<file path="src/rtl/triplet_loader_pkg.sv">
// Shared definitions for the triplet loader and the comparator it feeds:
// FSM state encoding and the default operand width.
package triplet_loader_pkg;

    localparam int N_DEF     = 5;
    localparam int CNT_W_DEF = 8;

    typedef enum logic [1:0] {
        LOAD_A = 2'd0,
        LOAD_B = 2'd1,
        LOAD_C = 2'd2,
        HOLD   = 2'd3
    } state_t;

endpackage

</file>
<file path="src/rtl/triplet_loader_if.sv">
// Word stream in, operand triplet out, each with its own valid/ready pair.
// A transfer happens on a rising edge where valid && ready; valid never waits on ready.
interface triplet_loader_if #(
    parameter int N = triplet_loader_pkg::N_DEF
);
    logic [N-1:0] in_data;
    logic         in_valid;
    logic         in_ready;
    logic [N-1:0] a_out;
    logic [N-1:0] b_out;
    logic [N-1:0] c_out;
    logic         trip_valid;
    logic         trip_ready;

    // master: the loader, which sinks the word stream and sources the triplet
    modport master (
        input  in_data, in_valid, trip_ready,
        output in_ready, a_out, b_out, c_out, trip_valid
    );

    // slave: the producer/consumer environment around the loader
    modport slave (
        output in_data, in_valid, trip_ready,
        input  in_ready, a_out, b_out, c_out, trip_valid
    );

endinterface

</file>
<file path="src/rtl/triplet_loader.sv">
// Groups a serial word stream into A/B/C triplets and holds each one stable on
// registered buses until the comparator side accepts it.
module triplet_loader
    import triplet_loader_pkg::*;
#(
    parameter int N     = N_DEF,
    parameter int CNT_W = CNT_W_DEF
) (
    input  logic              clk,
    input  logic              rst_n,
    input  logic              flush,
    triplet_loader_if.master  bus,
    output logic [CNT_W-1:0]  trip_count,
    output logic              busy,
    output state_t            dbg_state
);

    state_t           state;
    state_t           state_nxt;
    logic [N-1:0]     a_q;
    logic [N-1:0]     b_q;
    logic [N-1:0]     c_q;
    logic             trip_valid_q;
    logic [CNT_W-1:0] count_q;
    logic             in_ready_c;
    logic             accept;
    logic             deliver;

    assign accept  = bus.in_valid && in_ready_c;
    assign deliver = trip_valid_q && bus.trip_ready;

    always_ff @(posedge clk or negedge rst_n) begin
        if (!rst_n) begin
            state <= LOAD_A;
        end else begin
            state <= state_nxt;
        end
    end

    // Flush wins over every transition, including a HOLD that is also delivering.
    always_comb begin
        state_nxt = state;
        if (flush) begin
            state_nxt = LOAD_A;
        end else begin
            case (state)
                LOAD_A: if (accept) state_nxt = LOAD_B;
                LOAD_B: if (accept) state_nxt = LOAD_C;
                LOAD_C: if (accept) state_nxt = HOLD;
                HOLD:   if (deliver) state_nxt = accept ? LOAD_B : LOAD_A;
                default: state_nxt = LOAD_A;
            endcase
        end
    end

    // In HOLD the loader can only take a word when the held triplet leaves this cycle.
    always_comb begin
        in_ready_c = !flush && ((state != HOLD) || bus.trip_ready);
        busy       = (state != LOAD_A);
        dbg_state  = state;
    end

    always_ff @(posedge clk or negedge rst_n) begin
        if (!rst_n) begin
            trip_valid_q <= 1'b0;
        end else begin
            trip_valid_q <= (state_nxt == HOLD);
        end
    end

    // A word accepted while leaving HOLD is the next triplet's A operand.
    always_ff @(posedge clk or negedge rst_n) begin
        if (!rst_n) begin
            a_q <= '0;
            b_q <= '0;
            c_q <= '0;
        end else if (accept) begin
            case (state)
                LOAD_B:  b_q <= bus.in_data;
                LOAD_C:  c_q <= bus.in_data;
                default: a_q <= bus.in_data;
            endcase
        end
    end

    always_ff @(posedge clk or negedge rst_n) begin
        if (!rst_n) begin
            count_q <= '0;
        end else if (deliver) begin
            count_q <= count_q + CNT_W'(1);
        end
    end

    assign bus.in_ready   = in_ready_c;
    assign bus.a_out      = a_q;
    assign bus.b_out      = b_q;
    assign bus.c_out      = c_q;
    assign bus.trip_valid = trip_valid_q;
    assign trip_count     = count_q;

endmodule

</file>
<file path="src/flat_wrapper.sv">
// flat-port wrapper written by rule: the top's interface ports become plain ports
module triplet_loader_flat import triplet_loader_pkg::*;
#(
    parameter int N     = N_DEF,
    parameter int CNT_W = CNT_W_DEF
)
  (clk, rst_n, flush, trip_count, busy, dbg_state, bus_in_data, bus_in_valid, bus_trip_ready, bus_in_ready, bus_a_out, bus_b_out, bus_c_out, bus_trip_valid);
  triplet_loader_if #(.N(N)) bus_i ();
  input  logic clk;
  input  logic rst_n;
  input  logic flush;
  output logic [CNT_W-1:0] trip_count;
  output logic busy;
  output state_t dbg_state;
  input wire logic [$bits(bus_i.in_data)-1:0] bus_in_data;
  input wire logic [$bits(bus_i.in_valid)-1:0] bus_in_valid;
  input wire logic [$bits(bus_i.trip_ready)-1:0] bus_trip_ready;
  output wire logic [$bits(bus_i.in_ready)-1:0] bus_in_ready;
  output wire logic [$bits(bus_i.a_out)-1:0] bus_a_out;
  output wire logic [$bits(bus_i.b_out)-1:0] bus_b_out;
  output wire logic [$bits(bus_i.c_out)-1:0] bus_c_out;
  output wire logic [$bits(bus_i.trip_valid)-1:0] bus_trip_valid;
  assign bus_i.in_data = bus_in_data;
  assign bus_i.in_valid = bus_in_valid;
  assign bus_i.trip_ready = bus_trip_ready;
  assign bus_in_ready = bus_i.in_ready;
  assign bus_a_out = bus_i.a_out;
  assign bus_b_out = bus_i.b_out;
  assign bus_c_out = bus_i.c_out;
  assign bus_trip_valid = bus_i.trip_valid;
  triplet_loader #(.N(N), .CNT_W(CNT_W)) u_core (.clk(clk), .rst_n(rst_n), .flush(flush), .bus(bus_i), .trip_count(trip_count), .busy(busy), .dbg_state(dbg_state));
endmodule
</file>
<file path="config.mk">
export PLATFORM = sky130hd
export DESIGN_NAME = triplet_loader_flat
export DESIGN_NICKNAME = d
export VERILOG_FILES = /design/src/rtl/triplet_loader_pkg.sv /design/src/rtl/triplet_loader_if.sv /design/src/rtl/triplet_loader.sv /design/src/flat_wrapper.sv
export SDC_FILE = /design/constraint.sdc
export NUM_CORES = 1
export LEC_CHECK = 0
export CAP_MARGIN = 20
export CELL_PAD_IN_SITES_DETAIL_PLACEMENT = 0
export CELL_PAD_IN_SITES_GLOBAL_PLACEMENT = 2
export CORE_AREA = 2 2 68 70
export DETAILED_ROUTE_END_ITERATION = 16
export DIE_AREA = 0 0 70 72
export PLACE_DENSITY = 0.77
export SYNTH_ARGS = -nofsm -noshare
export SYNTH_HDL_FRONTEND = slang
export SYNTH_SLANG_ARGS = --single-unit
</file>
<file path="constraint.sdc">
create_clock -name clk -period 2.2 [get_ports clk]
set_input_delay 0.33 -clock clk [delete_from_list [all_inputs] [get_ports clk]]
set_output_delay 0.33 -clock clk [all_outputs]
set_load 0.01 [all_outputs]
</file>
# --- Word-level counts from Yosys, hierarchy flattened ---
# Index checks and enable logic that the tools add are counted.
word_totals:
  output_inout_bits: 28
  input_bits: 10
  ff_bits: 26
op_classes:
  add_sub_neg: 1
  mux: 7
  bitwise_logic: 1
  eq_ne: 5
  reduce_logical: 11
op_table:
  columns: ["cell", "n"]
  rows:
  - ["$mux 2", 5]
  - ["$add 8x1->8 const B", 1]
  - ["$pmux 2 s4", 1]
  - ["$eq 2x2->1 const B", 3]
  - ["$reduce_and 2->1", 3]
  - ["$logic_and 1x1->1", 3]
  - ["$eq 2x1->1 const B", 1]
  - ["$logic_not 2->1", 1]
  - ["$ne 2x2->1 const B", 1]
  - ["$reduce_bool 2->1", 1]
  - ["$reduce_or 2->1", 1]
  - ["$logic_not 1->1", 1]
  - ["$logic_or 1x1->1", 1]
  - ["$mux 1", 1]
  - ["$not 1->1", 1]

# --- Logic depth before layout (Yosys ltp) ---
# Gate-level depths: netlist of run 1.
depth:
  depth_word: 9
  mapped_depth: 6

# --- Worst setup path after synthesis of run 1 ---
# OpenSTA, ideal clock, no wires.
synth_path:
  path_kind: "flip-flop to flip-flop"
  from: "reg u_core.state[1] (netlist: u_core.dbg_state[1])"
  to: "reg u_core.b_q[0] (netlist: u_core.bus.b_out[0])"
  path_slack_ns: 0.552
  path_buffers: 0
  setup_time_ns: 0.128
  stages_incl_launch_ff: 5
  arrival_time_ns: 1.521
  cell_sequence: "dfrtp_1 -> ha_1 -> nor2b_1 -> nor3_4 -> mux2_1"
synth_between:
  elab_chain_cells: 5
  word_cells_on_any_way: 6
  classes_between: "eq/ne: 2; reduce/logical: 4"
synth_rtl:
  columns: ["item", "line_no", "rtl"]
  rows:
  - ["start: declaration", "triplet_loader.sv:18", "state_t state;"]
  - ["start signal: assignment", "triplet_loader.sv:36", "state <= state_nxt;"]
  - ["$ne 2x2->1", "triplet_loader.sv:58", "in_ready_c = !flush && ((state != HOLD) || bus.trip_ready);"]
  - ["$logic_or 1x1->1", "triplet_loader.sv:58", null]
  - ["$logic_and 1x1->1", "triplet_loader.sv:58", null]
  - ["$logic_and 1x1->1", "triplet_loader.sv:29", "assign accept = bus.in_valid && in_ready_c;"]
  - ["$reduce_and 2->1 (no source line) (*)", null, null]
  - ["end signal: assignment", "triplet_loader.sv:79", "LOAD_B: b_q <= bus.in_data;"]
  - ["end: declaration", "triplet_loader.sv:21", "logic [N-1:0] b_q;"]
# Mark *: on every way between the ends. The rest lies on a longest branch, timed or not.
# A chain may end at the register's enable or synchronous reset.

# --- Worst setup path in the final report of run 1 ---
layout_path:
  from: "reg u_core.state[0] (netlist: u_core.dbg_state[0])"
  to: "out bus_in_ready"
layout_between:
  elab_chain_cells: 3
layout_rtl:
  columns: ["item", "line_no", "rtl"]
  rows:
  - ["$ne 2x2->1", "triplet_loader.sv:58", null]
  - ["$logic_or 1x1->1", "triplet_loader.sv:58", null]
  - ["$logic_and 1x1->1", "triplet_loader.sv:58", null]
  - ["end: declaration", "flat_wrapper.sv:18", "output wire logic [$bits(bus_i.in_ready)-1:0] bus_in_ready;"]
# Every way passes these cells.

==> key figures, run 1 <==
Logic synthesis
  • #FFs+latches synth: 26
  • Simple-Gate Fraction of Synth Area: 0.129
  • XOR/XNOR Fraction of Synth Area: 0.0501
  • Post-synth EDFFs: 0
  • Sequential area share after synthesis: 0.532
  • Mux contribution to synthesized area: 0.147
  • Ys async rst share: 1.00
  • Cell count after synthesis: 94
  • Synth unique cells: 27
  • Average size of a mapped cell: 13.0 um^2
  • Top cells by area, synth: dfrtp_1 (53%), mux2_1 (14%), ha_1 (7.2%)
  • Area leader, netlist: dfrtp_1
  • Synth Area in Compound Gates: 0.0613
  • Syn_nets: 111
  • Post-synth top area share: 0.532
  • Cell Area, Synth: 1220 um^2
  • Synth Flop Type: dfrtp_1
  • Synth warnings: 0
  • Largest family of logic cells by synthesized area: multiplexers
  • Post-Synth Adder-Cell Area: 0.0716

Placement
  • DP Wirelength: 1.97 mm
  • Inst Count DP: 187
  • Number of port buffers: 37
  • GP Congestion: 0.748

Cells and area
  • Fillers: 416
  • # diodes: 0
  • Layout Nets: 157
  • Area Growth Syn to Fin: 44.1%
  • Final Non-Filler Cells: 191
  • Share of layout cells above drive strength 1: 0.122

Drt
  • Via/cell ratio: 4.55
  • Via count: 870
  • Initial DRT Pass Iterations: 4
  • Final Routed Wirelength: 2.53 mm
  • Routed len/inst: 13.3 um
  • Routed Antenna Nets: 0
  • Detailed-route DRC error count: 0
  • Iter 0 DRT Violations: 32

Job
  • Max-Cap Viols: 0

STA
  • Hold slack: 427 ps
  • Pins Over Slew Limit: 0
  • RSZ-0062 raised after global routing: no
  • Max-slew headroom: 0.753
  • Fmax: 479 MHz
  • Max Clock Skew: 2.29 ps
  • Minimum clock period: 2090 ps
  • Tightest Pin Transition: 369 ps
  • Final Cycle Share: 0.949
  • Hold Fails Final Rpt: 0
  • Setup TNS: 0 ps
  • Final setup viols: 0

Floorplanning
  • Die Span Y: 72 um
  • Core Area: 4260 um^2
  • Die area: 5040 um^2
  • Num rows: 24
  • Starting Density: 0.287
  • Die width: 70 um
  • Num ports: 38

Power and ir drop
  • PD cells: 1010 nW/um^2
  • Worst VDD drop: 628 uV
  • Leakage: 0.760 nW

Worst setup path
  • Crit path DAT: 1760 ps
  • Worst Setup Start Kind: register
  • Delay-heaviest family, CP: buffers and inverters
  • Worst R2R End: u_core.bus.trip_valid$_DFF_PN0_
  • Worst-path cell chain: ha_1, nor2b_2, nor2_1, clkdlybuf4s50_1
  • Crit end category: output pin
  • Crit-path max cell delay: 540 ps
  • Worst reg-to-reg path cell count: 7
  • Crit Path Max Fanout: 5
  • Critical path's slowest cell: clkdlybuf4s50_1
  • Worst reg2reg startpoint: u_core.dbg_state[1]$_DFF_PN0_
  • WP data required: 1870 ps
  • CP Buf/Inv Count: 1
  • WS Path Type: register to output pin
  • Internal reg-to-reg setup slack: 430 ps

Global route
  • GRT overflow: 0
  • First-pass GRT wire length: 4.35 mm
  • All-Layer GR Usage: 0.107
  • Initial antenna violation count: 0
  • Vias in the first global route: 889
  • Largest net degree at the start of global routing: 27

Clock tree
  • Later-pin clock latency in the skew report: 270 ps
  • Clock Tree Buf Depth: 2
  • CTS tree: done
  • Clock-pin transition on the worst setup and hold timing paths: 90 ps
  • Setup bufs post-CTS: 0
  • Clock Sinks: 26
  • CTS H-tree lvls: 1
  • CTS Buf Count: 3
  • Root buffer cell: clkbuf_8
  • # hold bufs at CTS: 0
  • Post-CTS sizing: 0

Worst hold path
  • Hold Path Class: input port to asynchronous set/reset pin

Status
  • Status: finished clean
[layout make-up]
cell class              instances  area, um^2  area share
clock inverters                 1        30.0      0.0170
clock buffers                   3        41.3      0.0234
repair buffers                 41         400       0.227
flip-flops and latches         26         651       0.369
multi-input cells              65         564       0.320
inverters                       3        11.3     0.00639
well taps                      52        65.1      0.0369
[Yosys cell counts (2+ instances only)]
library cell and n:
nand3_1 4, nor2_1 3, nand2_1 10, and3_1 2, mux2_1 15, xnor2_1 6
inv_1 3, ha_1 7, dfrtp_1 26
[cells by family after synthesis]
group / Yosys count
and+or+nand+nor: 27
DFF: 26
buffers and inverters: 3
muxes: 16
adders and majority gates: 7
AOI/OAI and AO/OA: 8
xor gates and xnor gates: 7
[how the worst max path moves through the flow]
stage / startpoint / to / slack (ps) / cells after the start
final: u_core.dbg_state[0]$_DFF_PN0_ / bus_in_ready / 110 / 4
after global routing: u_core.dbg_state[1]$_DFF_PN0_ / bus_in_ready / 30 / 4
after CTS: u_core.dbg_state[1]$_DFF_PN0_ / bus_in_ready / 90 / 4
after detailed placement: bus_trip_ready / bus_in_ready / 260 / 4
after global placement: bus_trip_ready / bus_in_ready / 260 / 4
after floorplan: u_core.dbg_state[1]$_DFF_PN0_ / u_core.bus.b_out[0]$_DFFE_PN0P_ / 550 / 4
[power by group]
part | total (mW) | internal (mW) | switching, mW
Clock | 0.394 | 0.243 | 0.151
Sequential | 0.719 | 0.627 | 0.0916
Combinational | 0.670 | 0.407 | 0.263
[cell usage in the layout (no fill, tap or decap), types with 2 or more instances in the layout]
cell and count:
nand2_1 10, mux2_1 15, and3_1 2, nand3_1 4, clkdlybuf4s50_1 37, buf_4 4
xnor2_1 6, nor2_1 3, inv_1 3, ha_1 7, dfrtp_1 26, clkbuf_8 3
[routing by layer]
metal  global-route usage  wire (um)  up-vias
met2                0.184       1330       20
met3               0.0292        118        0
met1                0.139       1080      432
li1                     -          -      418
met4               0.0192          0        0
met5                    0          0        -
[state kept, by name (all words and copies together), names as in the netlist]
signal	flops
u_core.bus.c_out	5
u_core.bus.trip_valid	1
u_core.bus.a_out	5
u_core.bus.b_out	5
u_core.trip_count	8
u_core.dbg_state	2
[per-stage QoR]
| stage | utilization | setup slack [ps] | power (mW) | cell area, um^2 |
|---|---|---|---|---|
| detailed placement | 0.396 | 256 | 1.41 | 1690 |
| CTS | 0.413 | 86.7 | 1.82 | 1760 |
| floorplan | - | 552 | 0.993 | 1220 |
| global placement | 0.396 | 256 | 1.40 | 1690 |
| finish | 0.413 | 112 | 1.78 | 1760 |
| global route | 0.413 | 30.9 | 1.89 | 1760 |
Note: power is estimated with default switching activity, not from simulation.
==> run 2, diff against run 1 <==
--- a/config.mk
+++ b/config.mk
@@ -9,6 +9,7 @@
 export CELL_PAD_IN_SITES_DETAIL_PLACEMENT = 0
 export CELL_PAD_IN_SITES_GLOBAL_PLACEMENT = 2
 export CORE_AREA = 2 2 68 70
+export CTS_BUF_LIST = sky130_fd_sc_hd__clkbuf_16
 export DETAILED_ROUTE_END_ITERATION = 16
 export DIE_AREA = 0 0 70 72
 export PLACE_DENSITY = 0.77
==> run 2 against run 1 <==
  * Cell count is the same
  * Die area stayed put
  * Utilization increased by 0.73 points
  * Via count grew 0.92%
  * Clock power is 35% higher
  * Wire length grew 1.5%
  * First-iteration DRC count rose by 9.4%
  * Sequential power about the same
  * Critical path type unchanged
  * Worst setup slack better by 19 ps
  * Global-route usage is 0.42 points higher
==> key figures, run 2 (synthesized netlist as in run 1, its figures left out) <==
Status
  • Status: finished clean

Clock tree
  • Setup bufs post-CTS: 0 (unchanged)
  • CTS tree: done
  • Root buffer cell: clkbuf_16
  • CTS H-tree lvls: 1 (unchanged)
  • Clock Tree Buf Depth: 2 (unchanged)
  • Later-pin clock latency in the skew report: 260 ps (about the same)
  • Clock Sinks: 26 (unchanged)
  • CTS Buf Count: 3 (unchanged)
  • # hold bufs at CTS: 0 (unchanged)
  • Post-CTS sizing: 0 (unchanged)
  • Clock-pin transition on the worst setup and hold timing paths: 60 ps (-30 ps)

Floorplanning
  • Die area: 5040 um^2 (unchanged)
  • Starting Density: 0.287 (unchanged)
  • Num ports: 38 (unchanged)
  • Die width: 70 um (unchanged)
  • Num rows: 24 (unchanged)
  • Core Area: 4260 um^2 (unchanged)
  • Die Span Y: 72 um (unchanged)

Worst setup path
  • Critical path's slowest cell: clkdlybuf4s50_1
  • WP data required: 1870 ps (about the same)
  • Internal reg-to-reg setup slack: 450 ps (+20 ps)
  • Crit end category: output pin
  • Crit-path max cell delay: 540 ps (about the same)
  • Crit path DAT: 1740 ps (-20 ps)
  • Worst-path cell chain: ha_1, nor2b_1, nor2_1, clkdlybuf4s50_1
  • Worst Setup Start Kind: register
  • WS Path Type: register to output pin
  • Worst reg-to-reg path cell count: 7 (unchanged)
  • Worst reg2reg startpoint: u_core.dbg_state[1]$_DFF_PN0_
  • Worst R2R End: u_core.bus.trip_valid$_DFF_PN0_
  • Crit Path Max Fanout: 5 (unchanged)

Power and ir drop
  • P_sw: 0.522 mW (+3.2%)
  • Switching fraction of total power: 0.272 (-0.0118)
  • Leakage: 0.776 nW (+2.0%)
  • Worst VDD drop: 455 uV (-27%)
  • PD cells: 1070 nW/um^2 (+5.7%)
  • Comb power frac: 0.349 (-0.027)
  • Flop pwr share: 0.375 (-0.028)
  • Clock network power share: 0.276 (+0.055)
  • Pint: 1.40 mW (+9.4%)

Placement
  • DP Wirelength: 1.97 mm (unchanged)
  • Number of port buffers: 37 (unchanged)
  • Area after DPL: 1690 um^2 (unchanged)
  • GP Congestion: 0.748 (unchanged)

Worst hold path
  • Hold Path Class: input port to asynchronous set/reset pin

STA
  • RSZ-0062 raised after global routing: no
  • Tightest Pin Transition: 369 ps (-0.160 ps)
  • Minimum clock period: 2070 ps (-19.3 ps)
  • Final setup viols: 0 (unchanged)
  • Setup TNS: 0 ps (unchanged)
  • Final Cycle Share: 0.940 (-0.00876)
  • Hold Fails Final Rpt: 0 (unchanged)
  • Fmax: 483 MHz (+0.93%)
  • Pins Over Slew Limit: 0 (unchanged)
  • Max-slew headroom: 0.753 (about the same)
  • Max Clock Skew: 2.07 ps (-0.227 ps)

Cells and area
  • Max reg flops: 8 (unchanged)
  • # diodes: 0 (unchanged)
  • Multi-input logic area: 562 um^2 (-0.44%)
  • Share of layout cells above drive strength 1: 0.115 (-0.00719)
  • Fillers: 413 (-0.72%)
  • Commonest non-fill, non-tap cell in the layout: clkdlybuf4s50_1
  • Storage element area: 651 um^2 (unchanged)
  • Area Growth Syn to Fin: 46.6%
  • Commonest cells after routing, fill and taps aside: clkdlybuf4s50_1 (37), dfrtp_1 (26), mux2_1 (15)
  • Final instance area: 1790 um^2 (+1.8%)
  • Layout Nets: 157 (unchanged)
  • Final Util: 0.421 (+0.00734)

Job
  • Max-Cap Viols: 0 (unchanged)

Drt
  • Iter 0 DRT Violations: 35 (+9.4%)
  • Via/cell ratio: 4.60 (+0.92%)
  • Routed Antenna Nets: 0 (unchanged)
  • Detailed-route DRC error count: 0 (unchanged)
  • Via count: 878 (+0.92%)
  • Routed len/inst: 13.5 um (+1.5%)
  • Final Routed Wirelength: 2.57 mm (+1.5%)
  • Initial DRT Pass Iterations: 2 (-2)

Global route
  • Vias in the first global route: 894 (+0.56%)
  • First-pass GRT wire length: 4.43 mm (+1.7%)
  • Largest net degree at the start of global routing: 27 (unchanged)
  • Initial antenna violation count: 0 (unchanged)
  • All-Layer GR Usage: 0.111 (+0.00416)
  • GRT overflow: 0 (unchanged)
==> run 2: cell counts in the layout (fill, tap and decap cells not counted) <==
Identical to the previous run, type by type.
==> run 2: stage by stage <==
step | power (mW) | hold slack, ps | instances | setup WS [ps]
after global routing | 2.03 | 499 | 191 | 11.3
after detailed placement | 1.41 | 462 | 187 | 256
after CTS | 1.95 | 449 | 191 | 108
final | 1.92 | 440 | 191 | 131
after global placement | 1.40 | 466 | 187 | 256
after floorplan | 0.993 | 34.4 | 94 | 552
==> run 2: area by class of cell <==
| type | instances | share of cell area |
|---|---|---|
| Sequential cell | 26 | 0.363 |
| Inverter | 3 | 0.00628 |
| Tap cell | 52 | 0.0363 |
| Timing Repair Buffer | 41 | 0.223 |
| Clock inverter | 1 | 0.0167 |
| Multi-Input combinational cell | 65 | 0.313 |
| Clock buffer | 3 | 0.0418 |
==> run 2: power groups by stage <==
stage          combinational [mW]  clock (mW)  sequential (mW)
5_1_grt                     0.728       0.565            0.741
3_3_place_gp                0.674           0            0.727
2_1_floorplan               0.196           0            0.796
4_1_cts                     0.683       0.543            0.725
3_5_place_dp                0.681           0            0.733
6_report                    0.670       0.530            0.719
==> run 2: worst max path at each step <==
| stage | startpoint | endpoint | slack (ps) | depth (start not counted) |
|---|---|---|---|---|
| floorplan | u_core.dbg_state[1]$_DFF_PN0_ | u_core.bus.b_out[0]$_DFFE_PN0P_ | 550 | 4 |
| CTS | u_core.dbg_state[1]$_DFF_PN0_ | bus_in_ready | 110 | 4 |
| global route | u_core.dbg_state[1]$_DFF_PN0_ | bus_in_ready | 10 | 4 |
| finish | u_core.dbg_state[0]$_DFF_PN0_ | bus_in_ready | 130 | 4 |
| global placement | bus_trip_ready | bus_in_ready | 260 | 4 |
| detailed placement | bus_trip_ready | bus_in_ready | 260 | 4 |
==> run 2: critical path, delay by kind of cell, from the launching register on <==
family	cells	cell delay [ps]
flip-flops	1	380
AND/OR/NAND/NOR	2	290
adder cells (fa/ha/maj)	1	270
buffers and inverters	1	540
==> run 2: metal layers <==
layer  vias up  GRT usage  wire length [um]
li1        419          -                 -
met1       434      0.142              1090
met2        21      0.185              1320
met3         4     0.0333               141
met4         0     0.0321                24
met5         -          0                 0
